===== src/rtl/alu_pkg.sv =====
// rtl/alu_pkg.sv - shared ALU operation codes, funct codes and ALU class enum
//
// Purpose: constants shared by the ID/EX feed stage and the single-cycle
// datapath so both agree on the 4-bit ALU operation encoding.
// Ports: none (package).
package alu_pkg;

    localparam logic [3:0] ALU_AND = 4'd0;
    localparam logic [3:0] ALU_OR  = 4'd1;
    localparam logic [3:0] ALU_ADD = 4'd2;
    localparam logic [3:0] ALU_SUB = 4'd6;
    localparam logic [3:0] ALU_SLT = 4'd7;
    localparam logic [3:0] ALU_NOR = 4'd12;
    localparam logic [3:0] ALU_ILL = 4'd15;

    localparam logic [5:0] FUNCT_ADD = 6'h20;
    localparam logic [5:0] FUNCT_SUB = 6'h22;
    localparam logic [5:0] FUNCT_AND = 6'h24;
    localparam logic [5:0] FUNCT_OR  = 6'h25;
    localparam logic [5:0] FUNCT_NOR = 6'h27;
    localparam logic [5:0] FUNCT_SLT = 6'h2A;

    typedef enum logic [1:0] {
        CLS_ADD   = 2'b00,
        CLS_SUB   = 2'b01,
        CLS_RTYPE = 2'b10,
        CLS_SLT   = 2'b11
    } alu_class_e;

endpackage


===== src/rtl/alu_ctrl_decode.sv =====
// rtl/alu_ctrl_decode.sv - combinational main-control class / funct to ALU op decode
//
// Purpose: translate the 2-bit ALU class from main control plus the R-type
// funct field into the 4-bit ALU operation code.
// Ports:
//   alu_class in  2  00 add, 01 sub, 10 R-type, 11 slt
//   funct     in  6  R-type function field
//   alu_op    out 4  ALU operation code
//   illegal   out 1  unsupported funct under the R-type class
module alu_ctrl_decode
    import alu_pkg::*;
(
    input  logic [1:0] alu_class,
    input  logic [5:0] funct,
    output logic [3:0] alu_op,
    output logic       illegal
);

    always_comb begin
        alu_op  = ALU_ADD;
        illegal = 1'b0;
        case (alu_class_e'(alu_class))
            CLS_ADD: alu_op = ALU_ADD;
            CLS_SUB: alu_op = ALU_SUB;
            CLS_SLT: alu_op = ALU_SLT;
            default: begin
                case (funct)
                    FUNCT_ADD: alu_op = ALU_ADD;
                    FUNCT_SUB: alu_op = ALU_SUB;
                    FUNCT_AND: alu_op = ALU_AND;
                    FUNCT_OR:  alu_op = ALU_OR;
                    FUNCT_NOR: alu_op = ALU_NOR;
                    FUNCT_SLT: alu_op = ALU_SLT;
                    default: begin
                        // The ALU drives 0 for this code, so the instruction is harmless downstream.
                        alu_op  = ALU_ILL;
                        illegal = 1'b1;
                    end
                endcase
            end
        endcase
    end

endmodule


===== src/rtl/id_ex_alu_feed.sv =====
// rtl/id_ex_alu_feed.sv - ID/EX pipeline register feeding the ALU from flops
//
// Purpose: capture decoded operands/control over valid/ready, decode the ALU
// op, select operand 2 and hold everything stable for the ALU.
// Optional feature macro: ID_EX_FORWARD_EN (operand forwarding at capture).
// Ports:
//   clk, rst_n                 clock, asynchronous active-low reset
//   in_valid/in_ready          decode-side handshake
//   rs_data, rt_data, imm      register read data and sign-extended immediate
//   alu_src                    1: operand 2 = imm, 0: operand 2 = rt_data
//   alu_class, funct           main-control ALU class and R-type funct
//   rs_addr, rt_addr, dest_addr  source and destination register numbers
//   flush                      kill the held entry and any capture this cycle
//   out_valid/out_ready        ALU-side handshake
//   alu_op, input_1, input_2   registered ALU op and operands
//   dest_out, illegal          registered destination and illegal-funct flag
//   exmem_*/memwb_*            forwarding sources (ID_EX_FORWARD_EN only)
module id_ex_alu_feed
    import alu_pkg::*;
#(
    parameter int DW = 32,
    parameter int RW = 5
)
(
    input  logic          clk,
    input  logic          rst_n,
    input  logic          in_valid,
    output logic          in_ready,
    input  logic [DW-1:0] rs_data,
    input  logic [DW-1:0] rt_data,
    input  logic [DW-1:0] imm,
    input  logic          alu_src,
    input  logic [1:0]    alu_class,
    input  logic [5:0]    funct,
    input  logic [RW-1:0] rs_addr,
    input  logic [RW-1:0] rt_addr,
    input  logic [RW-1:0] dest_addr,
    input  logic          flush,
`ifdef ID_EX_FORWARD_EN
    input  logic          exmem_wen,
    input  logic [RW-1:0] exmem_addr,
    input  logic [DW-1:0] exmem_data,
    input  logic          memwb_wen,
    input  logic [RW-1:0] memwb_addr,
    input  logic [DW-1:0] memwb_data,
`endif
    output logic          out_valid,
    input  logic          out_ready,
    output logic [3:0]    alu_op,
    output logic [DW-1:0] input_1,
    output logic [DW-1:0] input_2,
    output logic [RW-1:0] dest_out,
    output logic          illegal
);

    logic          out_valid_q, out_valid_d;
    logic [3:0]    alu_op_q,    alu_op_d;
    logic [DW-1:0] input_1_q,   input_1_d;
    logic [DW-1:0] input_2_q,   input_2_d;
    logic [RW-1:0] dest_q,      dest_d;
    logic          illegal_q,   illegal_d;

    logic [3:0]    dec_op;
    logic          dec_illegal;
    logic [DW-1:0] rs_val, rt_val;
    logic          capture;

    alu_ctrl_decode u_decode (
        .alu_class (alu_class),
        .funct     (funct),
        .alu_op    (dec_op),
        .illegal   (dec_illegal)
    );

`ifdef ID_EX_FORWARD_EN
    // Register 0 is hard-wired, so writes to it never forward. EX/MEM is the
    // younger result and wins over MEM/WB.
    always_comb begin
        rs_val = rs_data;
        if (exmem_wen && exmem_addr != '0 && exmem_addr == rs_addr)
            rs_val = exmem_data;
        else if (memwb_wen && memwb_addr != '0 && memwb_addr == rs_addr)
            rs_val = memwb_data;

        rt_val = rt_data;
        if (exmem_wen && exmem_addr != '0 && exmem_addr == rt_addr)
            rt_val = exmem_data;
        else if (memwb_wen && memwb_addr != '0 && memwb_addr == rt_addr)
            rt_val = memwb_data;
    end
`else
    logic unused_src_addr;
    assign unused_src_addr = ^{rs_addr, rt_addr};
    assign rs_val = rs_data;
    assign rt_val = rt_data;
`endif

    // No skid buffer: a full register only accepts when it drains this cycle.
    assign in_ready = !out_valid_q || out_ready;
    assign capture  = in_valid && in_ready && !flush;

    always_comb begin
        out_valid_d = out_valid_q;
        alu_op_d    = alu_op_q;
        input_1_d   = input_1_q;
        input_2_d   = input_2_q;
        dest_d      = dest_q;
        illegal_d   = illegal_q;
        if (flush) begin
            // Data registers deliberately keep their contents; only validity drops.
            out_valid_d = 1'b0;
            illegal_d   = 1'b0;
        end else if (capture) begin
            out_valid_d = 1'b1;
            alu_op_d    = dec_op;
            input_1_d   = rs_val;
            input_2_d   = alu_src ? imm : rt_val;
            dest_d      = dest_addr;
            illegal_d   = dec_illegal;
        end else if (out_valid_q && out_ready) begin
            out_valid_d = 1'b0;
        end
    end

    always_ff @(posedge clk or negedge rst_n) begin
        if (!rst_n) begin
            out_valid_q <= 1'b0;
            alu_op_q    <= '0;
            input_1_q   <= '0;
            input_2_q   <= '0;
            dest_q      <= '0;
            illegal_q   <= 1'b0;
        end else begin
            out_valid_q <= out_valid_d;
            alu_op_q    <= alu_op_d;
            input_1_q   <= input_1_d;
            input_2_q   <= input_2_d;
            dest_q      <= dest_d;
            illegal_q   <= illegal_d;
        end
    end

    assign out_valid = out_valid_q;
    assign alu_op    = alu_op_q;
    assign input_1   = input_1_q;
    assign input_2   = input_2_q;
    assign dest_out  = dest_q;
    assign illegal   = illegal_q;

endmodule


===== config.mk =====
export PLATFORM = sky130hd
export DESIGN_NAME = id_ex_alu_feed
export DESIGN_NICKNAME = d
export VERILOG_FILES = /design/src/rtl/alu_pkg.sv /design/src/rtl/alu_ctrl_decode.sv /design/src/rtl/id_ex_alu_feed.sv
export SDC_FILE = /design/constraint.sdc
export NUM_CORES = 1
export LEC_CHECK = 0
export BUFFER_PORTS_ARGS = -buffer_cell sky130_fd_sc_hd__clkbuf_2
export CAP_MARGIN = 20
export CORE_UTILIZATION = 43
export DETAILED_ROUTE_END_ITERATION = 12
export PLACE_DENSITY = 0.81
export SLEW_MARGIN = 10
export SYNTH_ARGS = -nofsm -noshare
export SYNTH_HDL_FRONTEND = slang
export SYNTH_SLANG_ARGS = --single-unit

===== constraint.sdc =====
create_clock -name clk -period 1.4 [get_ports clk]
set_input_delay 0.28 -clock clk [delete_from_list [all_inputs] [get_ports clk]]
set_output_delay 0.28 -clock clk [all_outputs]
set_load 0.05 [all_outputs]

# Yosys cells after proc, flatten, opt, wreduce, memory -nomap -nowiden
# Index checks and enable logic that the tools add are counted.
[word_totals] ff_bits=75 in_bits=125 output_inout_bits=76
[op_classes] eq_ne=8 mux=10 bitwise=1 reduce_logical=12
[ops] op="== test 6 bit (second input constant)" count=6
[ops] op="2-to-1 mux 32 bit" count=1
[ops] op="case mux 4 bit (6 select lines)" count=1
[ops] op="case mux 4 bit (3 select lines)" count=1
[ops] op="2-to-1 mux 1 bit" count=7
[ops] op="OR reduction 6 bit" count=1
[ops] op="logical AND 1 bit" count=3
[ops] op="nonzero test 3 bit" count=1
[ops] op="OR reduction 3 bit" count=1
[ops] op="== test 2 x 1 -> 1 bit (second input constant)" count=1
[ops] op="== test 2 bit (second input constant)" count=1
[ops] op="zero test 1 bit" count=2
[ops] op="zero test 2 bit" count=1
[ops] op="AND reduction 2 bit" count=1
[ops] op="nonzero test 2 bit" count=1
[ops] op="logical OR 1 bit" count=1
[ops] op="inverter 1 bit" count=1

# Longest topological paths before layout
# Gate-level depths: netlist of run 1.
[logic_depth] word_depth=6 ltp_mapped=6

# Modules after synthesis
# Synthesis of run 1 repeated with hierarchy kept, for this count alone.
[hier_totals] hier_cells=218 area_unflattened_um2=3323.2
[modules_own_cells] mod="id_ex_alu_feed" n_inst=1 cells_per_inst=199 area_per_inst_um2=3204.3
[modules_own_cells] mod="alu_ctrl_decode" n_inst=1 cells_per_inst=19 area_per_inst_um2=118.9

# Least setup slack after synthesis of run 1
# Ideal clock, no wire load.
[synth_timing] path_type="register to register" from="register out_valid_q (netlist: out_valid)" to="register alu_op_q[3] (netlist: alu_op[3])" setup_time_ns=0.095 t_arrival_ns=1.925 t_required_ns=1.305 slack_ns=-0.620 path_stages_with_launch=7 n_path_buf=2 cell_sequence="dfrtp_1 nand2b_1 nand3b_1 buf_2 buf_2 nand2_1 o31ai_1"
[synth_between] elab_chain_len=5
[synth_lines] element="from (decl)" line_no="id_ex_alu_feed.sv:56" text="logic out_valid_q, out_valid_d;"
[synth_lines] element="from (signal assigned)" line_no="id_ex_alu_feed.sv:134" text="out_valid_q <= out_valid_d;"
[synth_lines] element="zero test 1 bit" line_no="id_ex_alu_feed.sv:99" text="assign in_ready = !out_valid_q || out_ready;"
[synth_lines] element="logical OR 1 bit" line_no="id_ex_alu_feed.sv:99"
[synth_lines] element="net in_ready" line_no="id_ex_alu_feed.sv:28" text="output logic in_ready,"
[synth_lines] element="logical AND 1 bit (2 in a row)" line_no="id_ex_alu_feed.sv:100" text="assign capture = in_valid && in_ready && !flush;"
[synth_lines] element="AND reduction 2 bit (no source line)"
[synth_lines] element="to (signal assigned)" line_no="id_ex_alu_feed.sv:135" text="alu_op_q <= alu_op_d;"
[synth_lines] element="to (decl)" line_no="id_ex_alu_feed.sv:57" text="logic [3:0] alu_op_q, alu_op_d;"
# The timed path passes the listed nets, and every way through them passes these cells.
# A chain may end at the register's enable or synchronous reset.

# Worst setup path after layout of run 1
[layout_timing] from="register out_valid_q (netlist: out_valid)" to="output port in_ready"
[layout_between] elab_chain_len=2
[layout_lines] element="zero test 1 bit" line_no="id_ex_alu_feed.sv:99"
[layout_lines] element="logical OR 1 bit" line_no="id_ex_alu_feed.sv:99"
[layout_lines] element="to (decl)" line_no="id_ex_alu_feed.sv:28"
# No other way between the ends.

==> results of run 1 <==
flip-flops by register name (all words and copies together) (netlist names):
register / flops
input_1: 32
dest_out: 5
input_2: 32
out_valid: 1
illegal: 1
alu_op: 4
power by group through the flow:
stage | Clock (W) | Combinational, W | Sequential [W]
6_report | 0.00165 | 0.00219 | 0.00265
5_1_grt | 0.00179 | 0.00234 | 0.00270
4_1_cts | 0.00171 | 0.00222 | 0.00266
3_5_place_dp | 0 | 0.00221 | 0.00270
3_3_place_gp | 0 | 0.00218 | 0.00268
2_1_floorplan | 0 | 0.000400 | 0.00382
per-stage QoR:
stage	hold WS (ns)	TNS (ns)	util (%)
5_1_grt	0.124	0	65.1
4_1_cts	0.121	0	65.1
3_5_place_dp	0.328	-0.262	62.0
6_report	0.138	0	65.1
2_1_floorplan	-0.0156	-3.87	-
3_3_place_gp	0.325	-0.179	62.0
how the worst min path moves through the flow:
stage          slack, ns                 endpoint         from
2_1_floorplan      -0.02    alu_op[0]$_DFFE_PN0P_        rst_n
3_3_place_gp        0.32  input_2[27]$_DFFE_PN0P_        rst_n
3_5_place_dp        0.33  input_2[29]$_DFFE_PN0P_        rst_n
4_1_cts             0.12  input_1[16]$_DFFE_PN0P_  rs_data[16]
5_1_grt             0.12  input_1[22]$_DFFE_PN0P_  rs_data[22]
6_report            0.14   input_1[1]$_DFFE_PN0P_   rs_data[1]
logic make-up (layout without fill, tap and decap cells):
| kind of cell | after synthesis | after routing |
|---|---|---|
| buffers and inverters | 21 | 220 |
| muxes | 33 | 33 |
| and+or+nand+nor | 163 | 163 |
| AOI/OAI and AO/OA | 40 | 40 |
| xor gates and xnor gates | 1 | 1 |
| DFF | 75 | 75 |
placed cells by master, fill, tap and decap left out, drive strengths merged:
cell | Yosys | final
clkbuf | 10 | 200
nand2 | 149 | 149
nor3b | 1 | 1
nand2b | 3 | 3
dfrtp | 75 | 75
nand3b | 2 | 2
o21ai | 33 | 33
clkinv | 0 | 3
a31oi | 1 | 1
mux2i | 33 | 33
nor2 | 2 | 2
nor4b | 1 | 1
o31ai | 1 | 1
or3b | 1 | 1
dlygate4sd3 | 0 | 1
inv | 2 | 2
nor3 | 1 | 1
a21oi | 2 | 2
a2111oi | 1 | 1
o311ai | 1 | 1
xnor2 | 1 | 1
nor2b | 2 | 2
or3 | 1 | 1
buf | 9 | 13
o41ai | 1 | 1
bufinv | 0 | 1
timing repair:
action	4_1_cts	5_1_grt
endpoints found under the setup margin	1	1
hold buffers	1	0
hold endpoints to repair	75	0
setup buffers	0	0
gates resized for setup	1	1
pin swaps	0	0
per-layer routing:
metal	wire length, um	vias up
li1	-	1473
met1	3150	1315
met2	3870	123
met3	582	11
met4	111	0
met5	0	-
cell type report:
cell class / count / area share (%)
flip-flops and latches: 75 / 41.3
multi-input cells: 237 / 26.9
clock inverters: 4 / 1.07
well taps: 96 / 2.64
clock buffers: 12 / 3.41
repair buffers: 202 / 24.4
inverters: 2 / 0.165
tightest hold or removal path: cells and delay by family:
family                 cells  cell delay (ns)
buffers and inverters      1             0.08
and+or+nand+nor            2             0.09
==> results by group, run 1 <==
Worst setup path
  • CP Launch Type: flop
  • RR Endpoint: dest_out[1]$_DFFE_PN0P_
  • Worst path bufs/invs: 1
  • Critical-path cell list: nand2b_4, buf_4
  • Number of cells on the critical path: 2
  • Worst setup EP type: primary output
  • Worst Setup SP: out_valid$_DFFE_PN0P_
  • Critical path's slowest cell: dfrtp_2
  • Critical path arrival: 1.06 ns
  • WP data required: 1.12 ns
  • Worst R2R Setup Slack: 0.11 ns
  • Critical path's top delay family: flip-flops
  • Setup CP Type: reg -> out
  • Crit-path max FO: 5
  • R2r worst-path depth: 5
  • Worst r2r src: out_valid$_DFFE_PN0P_
  • Worst path max stage delay: 0.43 ns
  • End of the critical path: in_ready

Finish
  • Final Instance Area: 0.00455 mm2
  • Fillers: 603
  • Share of layout cells above drive strength 1: 41.4%
  • Sequential cell area: 0.00188 mm2
  • Final Net Count: 652
  • Multi-input logic area: 0.00122 mm2
  • Area grow syn2layout: 43.0%
  • Inserted Diodes: 0
  • Final Non-Filler Cells: 628

Synth
  • Sequential area share after synthesis: 59.1%
  • Post-synthesis async set-or-reset flop share: 100%
  • Synth area leaders: dfrtp_1, nand2_1, mux2i_1
  • Largest family of logic cells by synthesized area: simple AND/OR/NAND/NOR gates
  • Synth top area share: 59.1%
  • Adder-cell area share of the yosys netlist: 0%
  • Most common cell in the netlist: nand2_1
  • Mapped Cells: 333
  • Post-Synth Simple-Gate Area: 20.7%
  • Number of flops mapped to enable cells by yosys: 0
  • Syn Nets: 458
  • Syn_area_per_cell: 9.54 um2
  • Synth Area in XOR/XNOR: 0.276%
  • Synth Register Bits: 75
  • Mapped cell area: 0.00318 mm2
  • Syn. warnings: 0
  • Post-synthesis mux area share: 10.4%
  • Post-synthesis cell type count: 24
  • Synth top cells by count: nand2_1, dfrtp_1, mux2i_1, o21ai_0, clkbuf_1
  • Compound-Gate Fraction of Synth Area: 6.77%
  • Leading area contributor after synthesis: dfrtp_1
  • Top FF cell, synth: dfrtp_1

Status
  • Status: complete, no violations

Route
  • TritonRoute pass-1 iters: 4
  • Wire per inst: 12.3 um
  • Residual DRC: 0
  • Vias per cell: 4.65
  • First DRT Iteration DRCs: 69
  • Final ANT Viol Nets: 0
  • Total wire length: 7.72 mm
  • Via Count: 2922

Die
  • Core box area: 0.00698 mm2
  • Starting Density: 45.5%
  • Die H: 88.0 um
  • Die width: 88.0 um
  • # rows: 30
  • Die area: 0.00774 mm2
  • Ports: 201

Place
  • Count of input and output buffers: 190
  • RD Place Congestion: 0.782
  • DP HPWL: 5.96 mm
  • Placed cells: 611
  • Setup WS pre-CTS: -0.157 ns
  • Placement Cell Area: 0.00433 mm2

Pwr
  • Combinational Power Share: 33.7%
  • Flop pwr share: 40.8%
  • Worst VDD drop: 0.000757 V
  • Leak Pwr: 2.62 nW
  • Pwr dens: 1430 mW/mm2
  • Switching fraction of total power: 39.4%
  • Total power: 0.00650 W
  • Clock power share: 25.4%
  • Net switching power: 0.00256 W
  • Internal power: 0.00394 W

Global routing
  • Top Usage Layer GRT: met2
  • Largest net degree at the start of global routing: 76
  • Total Routing Usage GR: 20.3%
  • Vias in the first global route: 2827
  • Initial antenna violation count: 0
  • Grt total ovfl: 0
  • First-pass GRT wire length: 12.1 mm
  • Global-route track usage on met1: 22.2%
  • GR Util met2: 37.3%
  • GR Layer Usage met3: 5.37%

Timing
  • Achievable Freq: 748 MHz
  • Final Skew: 0.00614 ns
  • Tightest Pin Transition: 0.488 ns
  • Crit share post-route: 95.5%
  • Post-layout min period: 1.34 ns
  • Max-slew violation count: 0
  • # setup viols final: 0
  • RSZ-0062 raised after global routing: no
  • Final Hold Fails: 0
  • Slew HR: 66.6%
  • Final worst setup slack: 0.0633 ns

Clock tree
  • Clock tree buffer depth: 2
  • CTS Sinks: 75
  • CTS tree: built
  • H-tree levels: 3
  • Clock Pin Slew Worst Setup and Hold Paths: 0.08 ns
  • Root Driver: clkbuf_8
  • Number of CTS-inserted buffers: 9
  • Clk_lat worst skew: 0.33 ns

Hold path
  • Hold/Removal Path Class: in -> reg
  • Worst Hold Depth: 3

Run
  • Max-Cap Viols: 0
Note: power is estimated with default switching activity, not from simulation.
==> inputs of run 2 (changes only) <==
CORE_UTILIZATION = 45   (was 43)
PLACE_DENSITY = 0.84   (was 0.81)
clock period = 1.55 ns   (was 1.4 ns; I/O delays follow)
==> run 2 against run 1 <==
Effect of this change: via count grew 1.5%; wire length grew 2.4%; sequential power is 9.4% lower; utilization is 0.80 points higher.
==> results by group, run 2 (synthesis gave the netlist of run 1 again) <==
Timing
  • Slew HR: 62.2% (-4.4 points)
  • Crit share post-route: 92.9%
  • RSZ-0062 raised after global routing: no
  • Final hold slack: 0.165 ns (+0.0264 ns)
  • Tightest Pin Transition: 0.553 ns (+0.0648 ns)
  • # setup viols final: 0 (unchanged)
  • Final Hold Fails: 0 (unchanged)
  • Max-slew violation count: 0 (unchanged)
  • Achievable Freq: 694 MHz
  • Final Skew: 0.00986 ns (+0.00371 ns)
  • Post-layout min period: 1.44 ns
  • Setup tns final: 0 ns (unchanged)
  • Final worst setup slack: 0.110 ns (+0.0467 ns)

Clock tree
  • CTS tree: built
  • H-tree levels: 3 (unchanged)
  • Clock Pin Slew Worst Setup and Hold Paths: 0.08 ns (about the same)
  • Post-CTS resize count: 0 (-1)
  • Root Driver: clkbuf_8
  • Clk_lat worst skew: 0.33 ns (about the same)
  • Number of CTS-inserted buffers: 9 (unchanged)
  • CTS Sinks: 75 (unchanged)
  • Clock tree buffer depth: 2 (unchanged)

Place
  • DP HPWL: 6.07 mm (+1.7%)
  • RD Place Congestion: 0.850 (+8.6%)
  • Placement Cell Area: 0.00427 mm2 (-1.3%)
  • Setup WS pre-CTS: 0.0276 ns (+0.185 ns)
  • Count of input and output buffers: 190 (unchanged)

Global routing
  • Largest net degree at the start of global routing: 79 (+3.9%)
  • Initial antenna violation count: 0 (unchanged)
  • Grt total ovfl: 0 (unchanged)
  • First-pass GRT wire length: 12.7 mm (+5.6%)
  • Total Routing Usage GR: 22.0% (+1.7 points)
  • Vias in the first global route: 2858 (+1.1%)

Die
  • Starting Density: 46.8% (+1.3 points)
  • Ports: 201 (unchanged)
  • Core box area: 0.00679 mm2 (-2.7%)
  • Die area: 0.00740 mm2 (-4.4%)
  • # rows: 30 (unchanged)
  • Die width: 86.0 um (-2.2%)
  • Die H: 86.0 um (-2.2%)

Status
  • Status: complete, no violations

Worst setup path
  • Critical path's slowest cell: dfrtp_2
  • Worst path bufs/invs: 1 (unchanged)
  • Critical path's top delay family: flip-flops
  • Crit-path max FO: 5 (unchanged)
  • Worst Setup SP: out_valid$_DFFE_PN0P_
  • Critical-path cell list: nand2b_4, clkbuf_2
  • Worst r2r src: out_valid$_DFFE_PN0P_
  • Setup CP Type: reg -> out
  • WP data required: 1.24 ns (+0.12 ns)
  • Critical path arrival: 1.13 ns (+0.07 ns)
  • CP Launch Type: flop
  • Worst setup EP type: primary output
  • Worst path max stage delay: 0.42 ns (about the same)

Pwr
  • Pwr dens: 1300 mW/mm2 (-8.9%)
  • Worst VDD drop: 0.000797 V (+5.4%)
  • Leak Pwr: 2.59 nW (-1.4%)

Finish
  • Final core occ: 65.9% (+0.80 points)
  • Share of layout cells above drive strength 1: 40.9% (-0.44 points)
  • Inserted Diodes: 0 (unchanged)
  • Area grow syn2layout: 40.9%
  • Most common cell after layout, fill and taps aside: clkbuf_2
  • Most frequent cells in the layout: clkbuf_2, nand2_1, dfrtp_1
  • Final Instance Area: 0.00448 mm2 (-1.5%)
  • Final Net Count: 648 (-0.61%)
  • Fillers: 576 (-4.5%)

Route
  • First DRT Iteration DRCs: 69 (unchanged)
  • TritonRoute pass-1 iters: 4 (unchanged)
  • Residual DRC: 0 (unchanged)
  • Wire per inst: 12.7 um (+3.0%)
  • Total wire length: 7.90 mm (+2.4%)
  • Final ANT Viol Nets: 0 (unchanged)
  • Vias per cell: 4.75 (+2.1%)
  • Via Count: 2965 (+1.5%)

Hold path
  • Hold/Removal Path Class: in -> reg
  • Hold path startpoint: rs_data[3]

Run
  • Max-Cap Viols: 0 (unchanged)
run 2: path summary, 6_finish.rpt:
path | end | slack, ns | depth (start not counted)
max | in_ready | 0.11 | 2
min | input_1[3]$_DFFE_PN0P_ | 0.16 | 3
max reg2reg | alu_op[3]$_DFFE_PN0P_ | 0.29 | 4
min reg2reg | input_1[30]$_DFFE_PN0P_ | 0.48 | 2
max in group asynchronous | dest_out[2]$_DFFE_PN0P_ | 0.58 | 3
min in group asynchronous | input_1[8]$_DFFE_PN0P_ | 0.44 | 2
run 2: cell type report:
type	count	area (um2)	area share [%]
inverters	2	7.51	0.168
clock buffers	11	141	3.16
well taps	96	120	2.68
clock inverters	5	52.6	1.17
flip-flops and latches	75	1880	41.9
multi-input cells	237	1220	27.4
repair buffers	198	1050	23.5
run 2: per-stage QoR:
stage,instances,power (W)
finish,624,0.00583
global route,624,0.00613
CTS,624,0.00589
detailed placement,607,0.00443
global placement,607,0.00437
floorplan,333,0.00381
run 2: timing repair:
| action | 4_1_cts | 5_1_grt |
|---|---|---|
| hold buffers | 1 | 0 |
| buffers inserted | 0 | 0 |
| endpoints found under the hold margin | 23 | 0 |
run 2: layer usage:
metal	vias to the layer above	global-route usage (%)	part of all wire [%]
li1	1457	-	-
met1	1367	25.0	39
met2	126	39.2	51
met3	15	5.58	7.7
met4	0	9.24	1.9
met5	-	0	0
run 2: where the power goes:
part           total, W  switching, W  internal, W
Combinational   0.00197       0.00150     0.000476
Clock           0.00146      0.000678     0.000780
Sequential      0.00240      0.000158      0.00224
Total           0.00583       0.00233      0.00350
run 2: worst reg2reg max path: stages, from the launching register on:
cell and delay [ns]:
dfrtp_2 0.42, nand2b_4 0.09, nand3b_1 0.14, buf_12 0.23, o31ai_1 0.29
